`src/rtl/mem_port_arbiter.sv`:
```
// mem_port_arbiter
//   Shares one synchronous-read data RAM port between the CPU load/store path
//   and the image DMA. The CPU has priority. A run counter limits the number of
//   consecutive CPU grants while the DMA is waiting, so the DMA waits at most
//   MAX_CPU_RUN cycles. At most one access is granted per clock.
//
// Ports
//   clk, rst                      clock, synchronous active-high reset
//   cpu_req/we/addr/wdata         CPU request and payload, held until cpu_gnt
//   cpu_gnt                       CPU access accepted this cycle (combinational)
//   cpu_rvalid/rdata              CPU read data, one cycle after a read grant
//   dma_req/we/addr/wdata         DMA request and payload, held until dma_gnt
//   dma_gnt                       DMA access accepted this cycle (combinational)
//   dma_rvalid/rdata              DMA read data, one cycle after a read grant
//   mem_we/addr/wdata             RAM command, driven by the granted requester
//   mem_rdata                     RAM read data, valid one cycle after the address

module mem_port_arbiter #(
  parameter int unsigned AW          = 8,
  parameter int unsigned DW          = 32,
  parameter int unsigned MAX_CPU_RUN = 4
) (
  input  logic          clk,
  input  logic          rst,
  input  logic          cpu_req,
  input  logic          cpu_we,
  input  logic [AW-1:0] cpu_addr,
  input  logic [DW-1:0] cpu_wdata,
  output logic          cpu_gnt,
  output logic          cpu_rvalid,
  output logic [DW-1:0] cpu_rdata,
  input  logic          dma_req,
  input  logic          dma_we,
  input  logic [AW-1:0] dma_addr,
  input  logic [DW-1:0] dma_wdata,
  output logic          dma_gnt,
  output logic          dma_rvalid,
  output logic [DW-1:0] dma_rdata,
  output logic          mem_we,
  output logic [AW-1:0] mem_addr,
  output logic [DW-1:0] mem_wdata,
  input  logic [DW-1:0] mem_rdata
);

  localparam int unsigned RW = (MAX_CPU_RUN < 1) ? 1 : $clog2(MAX_CPU_RUN + 1);
  localparam logic [RW-1:0] RUN_MAX = RW'(MAX_CPU_RUN);

  typedef enum logic [1:0] {
    OWN_NONE = 2'd0,
    OWN_CPU  = 2'd1,
    OWN_DMA  = 2'd2
  } rd_owner_e;

  logic [RW-1:0] run_cnt_q, run_cnt_d;
  rd_owner_e     rd_owner_q, rd_owner_d;
  logic          cpu_wins;

  // The CPU keeps priority until it has taken MAX_CPU_RUN grants in a row
  // while the DMA was waiting; then the DMA gets exactly one slot.
  always_comb begin
    cpu_wins = (run_cnt_q < RUN_MAX);
    cpu_gnt  = ~rst & cpu_req & (~dma_req | cpu_wins);
    dma_gnt  = ~rst & dma_req & (~cpu_req | ~cpu_wins);
  end

  always_comb begin
    mem_we    = 1'b0;
    mem_addr  = '0;
    mem_wdata = '0;
    if (cpu_gnt) begin
      mem_we    = cpu_we;
      mem_addr  = cpu_addr;
      mem_wdata = cpu_wdata;
    end else if (dma_gnt) begin
      mem_we    = dma_we;
      mem_addr  = dma_addr;
      mem_wdata = dma_wdata;
    end
  end

  always_comb begin
    run_cnt_d = run_cnt_q;
    if (dma_gnt || !dma_req) begin
      run_cnt_d = '0;
    end else if (cpu_gnt && (run_cnt_q < RUN_MAX)) begin
      run_cnt_d = run_cnt_q + 1'b1;
    end

    rd_owner_d = OWN_NONE;
    if (cpu_gnt && !cpu_we) begin
      rd_owner_d = OWN_CPU;
    end else if (dma_gnt && !dma_we) begin
      rd_owner_d = OWN_DMA;
    end
  end

  always_ff @(posedge clk) begin
    if (rst) begin
      run_cnt_q  <= '0;
      rd_owner_q <= OWN_NONE;
    end else begin
      run_cnt_q  <= run_cnt_d;
      rd_owner_q <= rd_owner_d;
    end
  end

  // Gating with rst drops the return of a read granted just before reset.
  always_comb begin
    cpu_rvalid = ~rst & (rd_owner_q == OWN_CPU);
    dma_rvalid = ~rst & (rd_owner_q == OWN_DMA);
    cpu_rdata  = cpu_rvalid ? mem_rdata : '0;
    dma_rdata  = dma_rvalid ? mem_rdata : '0;
  end

endmodule

```
`config.mk`:
```
export PLATFORM = sky130hd
export DESIGN_NAME = mem_port_arbiter
export DESIGN_NICKNAME = d
export VERILOG_FILES = /design/src/rtl/mem_port_arbiter.sv
export SDC_FILE = /design/constraint.sdc
export NUM_CORES = 1
export LEC_CHECK = 0
export ABC_AREA = 1
export CAP_MARGIN = 20
export CORE_AREA = 2 2 88 90
export DETAILED_ROUTE_END_ITERATION = 8
export DIE_AREA = 0 0 90 92
export PLACE_DENSITY = 0.68
export SETUP_SLACK_MARGIN = 0.5
export SYNTH_ARGS = -nofsm -noshare
export SYNTH_HDL_FRONTEND = slang
export SYNTH_SLANG_ARGS = --single-unit
```
`constraint.sdc`:
```
create_clock -name clk -period 1.55 [get_ports clk]
set_clock_uncertainty 0.2 [all_clocks]
set_input_delay 0.3875 -clock clk [delete_from_list [all_inputs] [get_ports clk]]
set_output_delay 0.3875 -clock clk [all_outputs]
set_load 0.05 [all_outputs]
```
==> out/qor.txt <==
Complex-gate fraction of the synthesized area - 0%
CTS Sinks - 5
Critical Path Sink - mem_addr[2]
Critical path capture point type - primary output
# fillers - 176
TritonCTS clock tree - yes
Via count - 3,431
Top post-synthesis cells by count - nor2_1, nand2_1, nand3_1, inv_1, nand4_1
Adder-cell area share of the yosys netlist - 0.942%
Nets - 665
Post-synthesis sequential area ratio - 7.53%
Period utilization - 136%
Xor and xnor area share after synthesis - 0%
LEAKAGE - 2.77 nW
EDFF count, synth - 0
Die Y-Extent - 92 um
Max Fclk - 475 MHz
Die area - 8280 sq um
Cells after Synth - 278
Buffers on Ports - 226
Reg2reg path depth - 7
Mux contribution to synthesized area - 0%
Syn Area/Cell - 4.78 sq um
Placer congestion estimate - 0.791
Max-slew violation count - 0
Cts hold-fix bufs - 0
Largest family of logic cells by synthesized area - simple AND/OR/NAND/NOR gates
Cell Rows - 32
Core area - 7450 sq um
Initial Utilization - 17.8%
Yosys cell types - 11
Reg clk slew, reported paths - 0.04 ns
Area delta synth->final - 430%
Slew headroom - 73.4%
Synth warn - 0
Final setup violation count - 109
Period minus WS final - 2.10 ns
Post-synth ARST share - 0%
Hold Crit Depth - 1
Detail Placement HPWL - 7.98 mm
Post-route cell area - 7040 sq um
Hold Fails Final Rpt - 0
Power Density - 307 nW/um^2
Area fraction of the dominant cell type after synthesis - 20.1%
Critical path arrival - 1.52 ns
Drt drc - 0
Yosys top cell by area - nor2_1
Synthesized Nets - 397
Pwr Total - 2.16 mW
Count leader, synth - nor2_1
Routed wire length - 16.9 mm
Worst-Skew Late Latency - 0.23 ns
Worst r2r src - run_cnt_q[2]$_SDFFE_PP0P_
I/O pin count - 227
Worst Slack Setup Final - -0.554 ns
Status - complete, but fails checks
Routed vias/inst - 5.30
Inserted Diodes - 0
Area contributors post-synth - nor2_1, nand4_1, nand3_1
CP startpoint - run_cnt_q[2]$_SDFFE_PP0P_
Unrepaired setup endpoints after global routing - true
Yosys reg bits - 5
Cell Area, Placed - 5650 sq um
Failing checks - setup timing
Largest net degree at the start of global routing - 23
FF-to-FF End - rd_owner_q[1]$_SDFF_PP0_
Vias in the first global route - 3,637
Initial antenna violation count - 0
Starting DRT DRC Count - 136
VDD IR-drop max - 0.382 mV
Share of cells above drive strength 1 - 65.9%
Drt pass-1 iters - 4
Worst setup path category - flip-flop to primary output
Top FF cell, synth - dfxtp_1
Post-route ant nets - 0
DIE WIDTH - 90 um
Worst Path Required - 0.96 ns
Worst Tran Pin Value - 0.397 ns
Num CTS Buffers - 3
GRT overflow - 0
CP Max Fanout - 5
Total GRT Usage - 33.3%
Synth Area in Simple Gates - 69.2%
CTS Root Cell - clkbuf_8
Clk buf depth - 2
H-tree lvl count - 1
Hold/Removal Path Class - flip-flop to flip-flop
Per-cell routed wire length - 26.2 um
Max cap viols - 0
Global-route wire length before repair - 21.5 mm
Crit start category - flip-flop
Cell Area, Synth - 1330 sq um
FF-to-FF setup slack - 0.10 ns
state kept, by name (all words and copies together) (netlist names):
register    flops
rd_owner_q      2
run_cnt_q       3
power breakdown:
part | switching [mW] | leakage, nW | internal, mW | total (mW)
clock | 0.0829 | 0.0228 | 0.178 | 0.261
sequential | 0.00310 | 0.0420 | 0.133 | 0.136
combinational | 0.918 | 2.71 | 0.843 | 1.76
area by class of cell:
cell class                      count  area (sq um)  area share [%]
Clock buffer                        4          45.0           0.640
Inverter                           43           198            2.81
Tap cell                          102           128            1.81
Timing Repair Buffer              290          4320            61.4
Multi-Input combinational cell    203          2240            31.9
Sequential cell                     5           104            1.48
critical path, stage by stage, from the launching register on:
cell and delay (ns):
dfxtp_2 0.33, buf_6 0.13, nand2_8 0.09, buf_12 0.13, nand4_1 0.27, nand2_8 0.17
buf_12 0.14
per-stage QoR:
step | hold WS, ns | TNS, ns | std cells | util, % | worst slack [ns]
after floorplan | 0.199 | -6.71 | 278 | - | -0.0929
after global placement | 0.206 | -81.90 | 609 | 75.9 | -0.842
after detailed placement | 0.218 | -86.40 | 609 | 75.9 | -0.891
after CTS | 0.219 | -40.55 | 645 | 92.4 | -0.437
after global routing | 0.284 | -49.43 | 647 | 94.5 | -0.581
final | 0.281 | -46.98 | 647 | 94.5 | -0.554
layout by cell type, fill, tap and decap left out, types with 3 or more instances in the layout:
cell             netlist  final
buf_12                 0     93
buf_16                 0     14
buf_4                  0     11
buf_6                  0     11
buf_8                  0     44
clkbuf_8               0      3
clkdlybuf4s50_1        0    112
clkinvlp_4             0      4
dfxtp_2                0      3
inv_1                 42     25
inv_2                  1     12
nand2_4                0     39
nand2_8                0      7
nand3_2                0     20
nand3_4                0     23
nand4_1               41     41
nor2_4                 0     69
kinds of logic (layout without fill, tap and decap cells):
group / count (synthesis) / count (layout)
flops: 5 / 5
buf+inv: 70 / 337
simple gates: 202 / 202
fa+ha+maj: 1 / 1
worst min path at each step:
stage | from | to | slack [ns]
after floorplan | run_cnt_q[0]$_SDFFE_PP0P_ | run_cnt_q[0]$_SDFFE_PP0P_ | 0.20
after global placement | run_cnt_q[0]$_SDFFE_PP0P_ | run_cnt_q[0]$_SDFFE_PP0P_ | 0.21
after detailed placement | run_cnt_q[0]$_SDFFE_PP0P_ | run_cnt_q[0]$_SDFFE_PP0P_ | 0.22
after CTS | run_cnt_q[0]$_SDFFE_PP0P_ | run_cnt_q[0]$_SDFFE_PP0P_ | 0.22
after global routing | run_cnt_q[0]$_SDFFE_PP0P_ | run_cnt_q[0]$_SDFFE_PP0P_ | 0.28
final | run_cnt_q[0]$_SDFFE_PP0P_ | run_cnt_q[0]$_SDFFE_PP0P_ | 0.28
per-layer routing:
| metal | part of all wire, % | GRT usage, % | routed length, um |
|---|---|---|---|
| met1 | 32 | 33.8 | 5450 |
| met4 | 6.8 | 10.5 | 1150 |
| met2 | 54 | 66.0 | 9230 |
| met5 | 0 | 0 | 0 |
| met3 | 6.6 | 8.63 | 1120 |
repair_timing:
item	in CTS	in global routing
resized for setup	171	30
setup buffers	18	2
pin swaps	33	22
cloned	14	0
setup endpoints to repair	114	114
Note: power is estimated with default switching activity, not from simulation.
